[src/rtl/amba_axi4_stream_rr_arbiter.sv]
// amba_axi4_stream_rr_arbiter: packet-locked round-robin mux of N AXI4-Stream sources onto one master.
// The grant is held from arbitration until the TLAST handshake; the data path is purely combinational.
module amba_axi4_stream_rr_arbiter #(
   parameter int N_SOURCES = 4,
   parameter int DATA_WIDTH_BYTES = 4,
   parameter int ID_WIDTH = 4,
   parameter int DEST_WIDTH = 4,
   parameter int USER_WIDTH = 1,
   localparam int DW = DATA_WIDTH_BYTES * 8,
   localparam int GW = (N_SOURCES > 1) ? $clog2(N_SOURCES) : 1
) (
   input  logic                               ACLK,
   input  logic                               ARESET,
   input  logic [N_SOURCES*DW-1:0]            S_TDATA,
   input  logic [N_SOURCES*DATA_WIDTH_BYTES-1:0] S_TSTRB,
   input  logic [N_SOURCES*DATA_WIDTH_BYTES-1:0] S_TKEEP,
   input  logic [N_SOURCES-1:0]               S_TLAST,
   input  logic [N_SOURCES*ID_WIDTH-1:0]      S_TID,
   input  logic [N_SOURCES*DEST_WIDTH-1:0]    S_TDEST,
   input  logic [N_SOURCES*USER_WIDTH-1:0]    S_TUSER,
   input  logic [N_SOURCES-1:0]               S_TVALID,
   output logic [N_SOURCES-1:0]               S_TREADY,
   output logic [DW-1:0]                      M_TDATA,
   output logic [DATA_WIDTH_BYTES-1:0]        M_TSTRB,
   output logic [DATA_WIDTH_BYTES-1:0]        M_TKEEP,
   output logic                               M_TLAST,
   output logic [ID_WIDTH-1:0]                M_TID,
   output logic [DEST_WIDTH-1:0]              M_TDEST,
   output logic [USER_WIDTH-1:0]              M_TUSER,
   output logic                               M_TVALID,
   input  logic                               M_TREADY,
   output logic [GW-1:0]                      GRANT_IDX,
   output logic                               BUSY
);
   typedef enum logic {IDLE, LOCKED} state_t;
   state_t state, state_nxt;
   logic [GW-1:0] grant, grant_nxt, prio, prio_nxt, sel;
   logic found, hs_last;
   // first requesting source at or after prio, wrapping modulo N_SOURCES
   always_comb begin
      sel = prio;
      found = 1'b0;
      for (int i = 0; i < N_SOURCES; i++) begin
         if (!found && S_TVALID[(int'(prio) + i) % N_SOURCES]) begin
            sel = GW'((int'(prio) + i) % N_SOURCES);
            found = 1'b1;
         end
      end
   end
   assign M_TDATA = S_TDATA[int'(grant)*DW +: DW];
   assign M_TSTRB = S_TSTRB[int'(grant)*DATA_WIDTH_BYTES +: DATA_WIDTH_BYTES];
   assign M_TKEEP = S_TKEEP[int'(grant)*DATA_WIDTH_BYTES +: DATA_WIDTH_BYTES];
   assign M_TLAST = S_TLAST[grant];
   assign M_TID = S_TID[int'(grant)*ID_WIDTH +: ID_WIDTH];
   assign M_TDEST = S_TDEST[int'(grant)*DEST_WIDTH +: DEST_WIDTH];
   assign M_TUSER = S_TUSER[int'(grant)*USER_WIDTH +: USER_WIDTH];
   assign M_TVALID = (state == LOCKED) && S_TVALID[grant];
   assign S_TREADY = (state == LOCKED) ? N_SOURCES'(M_TREADY) << grant : '0;
   assign hs_last = M_TVALID && M_TREADY && M_TLAST;
   assign BUSY = (state == LOCKED);
   assign GRANT_IDX = grant;
   always_comb begin
      state_nxt = state;
      grant_nxt = grant;
      prio_nxt = prio;
      if (state == IDLE && found) begin
         state_nxt = LOCKED;
         grant_nxt = sel;
      end
      if (state == LOCKED && hs_last) begin
         state_nxt = IDLE;
         prio_nxt = (grant == GW'(N_SOURCES - 1)) ? '0 : grant + 1'b1;
      end
   end
   always_ff @(posedge ACLK or posedge ARESET) begin
      if (ARESET) begin
         state <= IDLE;
         grant <= '0;
         prio <= '0;
      end else begin
         state <= state_nxt;
         grant <= grant_nxt;
         prio <= prio_nxt;
      end
   end
endmodule
[config.mk]
export PLATFORM = sky130hd
export DESIGN_NAME = amba_axi4_stream_rr_arbiter
export DESIGN_NICKNAME = d
export VERILOG_FILES = /design/src/rtl/amba_axi4_stream_rr_arbiter.sv
export SDC_FILE = /design/constraint.sdc
export NUM_CORES = 1
export LEC_CHECK = 0
export ABC_AREA = 1
export CORE_ASPECT_RATIO = 1.4
export CORE_MARGIN = 8
export CORE_UTILIZATION = 25
export DETAILED_ROUTE_END_ITERATION = 6
export PLACE_DENSITY = 0.83
export SYNTH_ARGS = -nofsm -noshare
export SYNTH_HDL_FRONTEND = slang
export SYNTH_SLANG_ARGS = --single-unit
[constraint.sdc]
create_clock -name ACLK -period 1.8 [get_ports ACLK]
set_input_delay 0.27 -clock ACLK [delete_from_list [all_inputs] [get_ports ACLK]]
set_output_delay 0.27 -clock ACLK [all_outputs]
set_load 0.02 [all_outputs]
## Word-level counts from Yosys, hierarchy flattened

Cells that the tools add are included.

- Register bits after elaboration: 5
- Latch bits: 0
- RAM bits: 0
- ROM bits: 0
- Bits of input ports: 207
- Output and inout port bits: 58
- Logic and storage cells: 65
- Memories: 0

- Add/subtract/negate cells: 4
- Multipliers: 0
- Div/mod/pow operators: 0
- Magnitude comparators: 5
- Equal/unequal tests: 1
- Shifts and indexed selects: 7
- Mux-type cells: 26
- Bitwise logic cells: 4
- Reduce and logical (&&, ||, !) cells: 15

Operators by type and width:

| kind | number |
|---|---|
| indexed part select 128 x 8 -> 32 bit | 1 |
| indexed part select 16 x 5 -> 4 bit | 4 |
| two-way mux 1 bit | 15 |
| binary-select mux 1 bit (select 2 bit) | 6 |
| < comparator 3 x 4 -> 1 bit (second input constant) | 3 |
| logical AND 1 bit | 8 |
| two-way mux 2 bit | 4 |
| < comparator 2 x 3 -> 1 bit (second input constant) | 2 |
| OR reduction 2 bit | 3 |
| adder 2 x 1 -> 2 bit (second input constant) | 2 |
| adder 2 bit (second input constant) | 2 |
| two-way mux 4 bit | 1 |
| indexed part select 4 x 3 -> 1 bit | 1 |
| << shifter 1 x 2 -> 4 bit | 1 |
| AND 1 bit (first input constant) | 3 |
| zero test 1 bit | 3 |
| equality test 2 bit (second input constant) | 1 |
| nonzero test 2 bit | 1 |
| NOT 1 bit | 1 |

## Logic depth before layout (Yosys ltp)

- Depth after elaboration: 17
- Depth in mapped cells: 13
- Depth with buffers taken out: 12

## Worst setup path before layout

Ideal clock, no wire load.

- Path type: flip-flop to output port
- Start: reg grant[0], in the netlist GRANT_IDX[0]
- End: out M_TDATA[28]
- Data arrival time: 1,599 ps
- Required time: 1,530 ps
- Setup slack: -69 ps
- Stages on the path, launching flop included: 7
- Buffers on the path: 3
- Path through: dfrtp_1 inv_1 buf_2 buf_2 buf_2 nor2_1 o22ai_1

- Cells in the longest elaborated chain, start to end: 1

Ends and longest elaborated chain:

| element | line | RTL |
|---|---|---|
| start, declared | 37 | `logic [GW-1:0] grant, grant_nxt, prio, prio_nxt, sel;` |
| start signal, assigned | 82 | `grant <= grant_nxt;` |
| indexed part select 128 x 8 -> 32 bit | 50 | `assign M_TDATA = S_TDATA[int'(grant)*DW +: DW];` |
| end, declared | 23 | `output logic [DW-1:0] M_TDATA,` |

Every way passes these cells.

## Worst setup path after layout

- Start: reg grant[1], in the netlist GRANT_IDX[1]
- End: out M_TDATA[29]

The elaborated chain is that of the path after synthesis.

==> flow_summary.json <==
{
  "dieHeight_um": 119.7,
  "overflow": 0,
  "synth_top_area_frac": 0.2630,
  "cts_max_level": 1,
  "antenna_found_initial": 0,
  "finalHoldViolCount": 0,
  "cts_buffer_depth": 2,
  "die_w_um": 90.10,
  "pwr-share-comb": 0.935,
  "avgRoutedWirePerCell_um": 18.37,
  "core_area_um2": 7607,
  "avgSynthCellArea_um2": 4.853,
  "p_per_area_nw_per_um2": 1423,
  "cts_tree": "built",
  "syn_inst": 396,
  "place_congestion": 0.9323,
  "fmax_ghz": 0.5578,
  "dp.cells": 749,
  "async_flop_share": 1.000,
  "clk_latency_ns": 0.23,
  "hpwl_um": 11510,
  "path_clk_slew_ns": 0.04,
  "syn_nets": 604,
  "nNetsFinal": 863,
  "fin_cells": 754,
  "yosysWarnings": 0,
  "port_buffers": 264,
  "fillers": 708,
  "critical-path-slowest-cell": "dfrtp_1",
  "max_stage_delay_ns": 0.41,
  "root_buffer": "clkbuf_8",
  "final_util": 0.6582,
  "fin_crit_sh": 0.9960,
  "swShare": 0.5678,
  "end_kind": "output port",
  "design_area_um2": 5007,
  "place_area_um2": 5125,
  "tightest_slew_ns": 0.2993,
  "cp_data_required_time_ns": 1.53,
  "power_mw": 7.127,
  "ios": 265,
  "vias_per_cell": 5.156,
  "antennaDiodeCount": 0,
  "area_growth_pct": 160.5,
  "path_cells": "inv_1, buf_12, o21ai_0, o22ai_2, clkdlybuf4s15_2",
  "cp.arrival_ns": 1.52,
  "fin_crit_ns": 1.793,
  "drive_above_1_share": 0.2309,
  "setup_viol": 0,
  "p_sw_mw": 4.047,
  "dieArea_um2": 10790,
  "r2r_start": "GRANT_IDX[1]",
  "status": "completed",
  "cp-start-kind": "register",
  "drtAntennaViolNets": 0,
  "synthFlopType": "dfrtp_1",
  "synth-edff-count": 0,
  "p_int_mw": 3.081,
  "seqPwrFrac": 0.035,
  "ir_drop_mv": 0.7817,
  "critPathTopFamily": "buffers and inverters",
  "drt_iter0_markers": 226,
  "skew_ns": 0.003937,
  "num_vias": 3888,
  "crit_start": "GRANT_IDX[1]",
  "grt_usage": 0.2405,
  "relSlewSlack": 0.7984,
  "crit_buf_inv": 3,
  "hp-class": "in -> async",
  "numCtsBuffers": 3,
  "drc": 0,
  "first_pass_iters": 5,
  "cp_max_fo": 28,
  "ys_top_cells_by_area": "o21ai_0 26%, nor2_1 21%, o22ai_1 16%",
  "ys_seq_area_frac": 0.06510,
  "wl_um": 13850,
  "tns_ns": 0,
  "netlist_area_um2": 1922,
  "maxCapViolCount": 0,
  "cts.sinks": 5,
  "ys_ff_latch": 5,
  "synth.distinct_cells": 21,
  "clkPwrFrac": 0.030,
  "yosysTopAreaCell": "o21ai_0",
  "power_leakage_nw": 2.177,
  "hold_buffers": 0,
  "grt_pass1_vias": 4006,
  "grt_pass1_wl_um": 21310,
  "rsz0062_at_grt": "yes",
  "criticalPathCategory": "reg -> out",
  "grt_max_degree": 35,
  "rows": 38,
  "start_util": 0.2526,
  "drv_slew": 0
}
-- cell type report --
type,instances,area [µm²],area share
inverters,14,55.05,0.01099
multi-input cells,342,1927,0.3848
clock buffers,3,41.29,0.008246
well taps,100,125.1,0.02499
repair buffers,289,2728,0.5447
flip-flops and latches,5,126.4,0.02524
clock inverters,1,5.005,0.0009995
-- final timing paths --
path / slack (ns) / cells past startpoint / end
min in group ACLK: 0.56 / 2 / BUSY
max in group asynchronous: 1.33 / 2 / GRANT_IDX[0]
hold / removal: 0.26 / 2 / BUSY
setup reg to reg: 0.21 / 7 / prio[1]
hold reg to reg: 0.56 / 2 / BUSY
setup / recovery: 0.007 / 5 / M_TDATA[29]
-- state kept, by name, summed over array words and instances, names as in the netlist --
register	cells
BUSY	1
GRANT_IDX	2
prio	2
-- synthesized netlist by cell type, types with 2 or more instances --
library cell  instances
buf_2                 6
nand2_1              55
buf_1                 4
inv_1                12
o21ai_0             101
o22ai_1              50
a21oi_1               2
nand3_1              13
o21ai_1               4
clkbuf_1             23
nor2_1              109
nand2_2               3
dfrtp_1               5
inv_2                 2
-- worst reg2reg max path, delay by kind of cell (launching register included) --
kind / cells / cell delay [ns]
flops: 1 / 0.41
simple gates: 2 / 0.38
buf+inv: 2 / 0.34
compound gates: 3 / 0.33
-- what timing repair did --
action                                  in CTS  in global routing
buffers inserted                             0                  0
pin swaps                                    0                  1
gates resized for setup                    202                 48
gates cloned                                 1                  0
endpoints found under the setup margin      55                 47
-- per-layer routing --
layer,vias up,GRT usage,part of all wire
met5,-,0,0
met4,0,0.08986,0.034
met3,33,0.07125,0.087
met2,211,0.4335,0.50
met1,1761,0.2586,0.38
li1,1883,-,-
-- power groups by stage --
stage | combinational (mW) | clock, mW | sequential, mW
floorplan | 4.02 | 0 | 0.258
global placement | 7.02 | 0 | 0.243
detailed placement | 7.13 | 0 | 0.246
CTS | 6.83 | 0.219 | 0.250
global route | 7.16 | 0.233 | 0.263
finish | 6.66 | 0.213 | 0.253
-- metrics by stage --
step | hold WS, ns | setup slack [ns]
3_3_place_gp | 0.4990 | -0.2382
2_1_floorplan | 0.04852 | -0.02275
5_1_grt | 0.2775 | -0.06666
3_5_place_dp | 0.5067 | -0.2444
6_report | 0.2620 | 0.007283
4_1_cts | 0.2647 | 0.0007835
-- cells by family (layout without fill, tap and decap cells) --
kind of cell | Yosys count | in the layout | synth area share
DFF | 5 | 5 | 0.06510
AOI/OAI and AO/OA | 157 | 157 | 0.4414
and+or+nand+nor | 184 | 184 | 0.3815
buffers and inverters | 49 | 307 | 0.1055
adders and majority gates | 1 | 1 | 0.006509
-- placed cells by master (no fill, tap or decap), drive strengths merged --
master / n
or2: 1
dfrtp: 5
clkdlybuf4s50: 208
inv: 14
a21oi: 2
nand2: 58
nor2: 110
o21ai: 105
buf: 72
nand3: 14
bufbuf: 1
o22ai: 50
clkdlybuf4s15: 3
dlygate4sd2: 1
clkbuf: 7
ha: 1
clkinv: 1
nand4: 1
(Power assumes the default switching activity.)
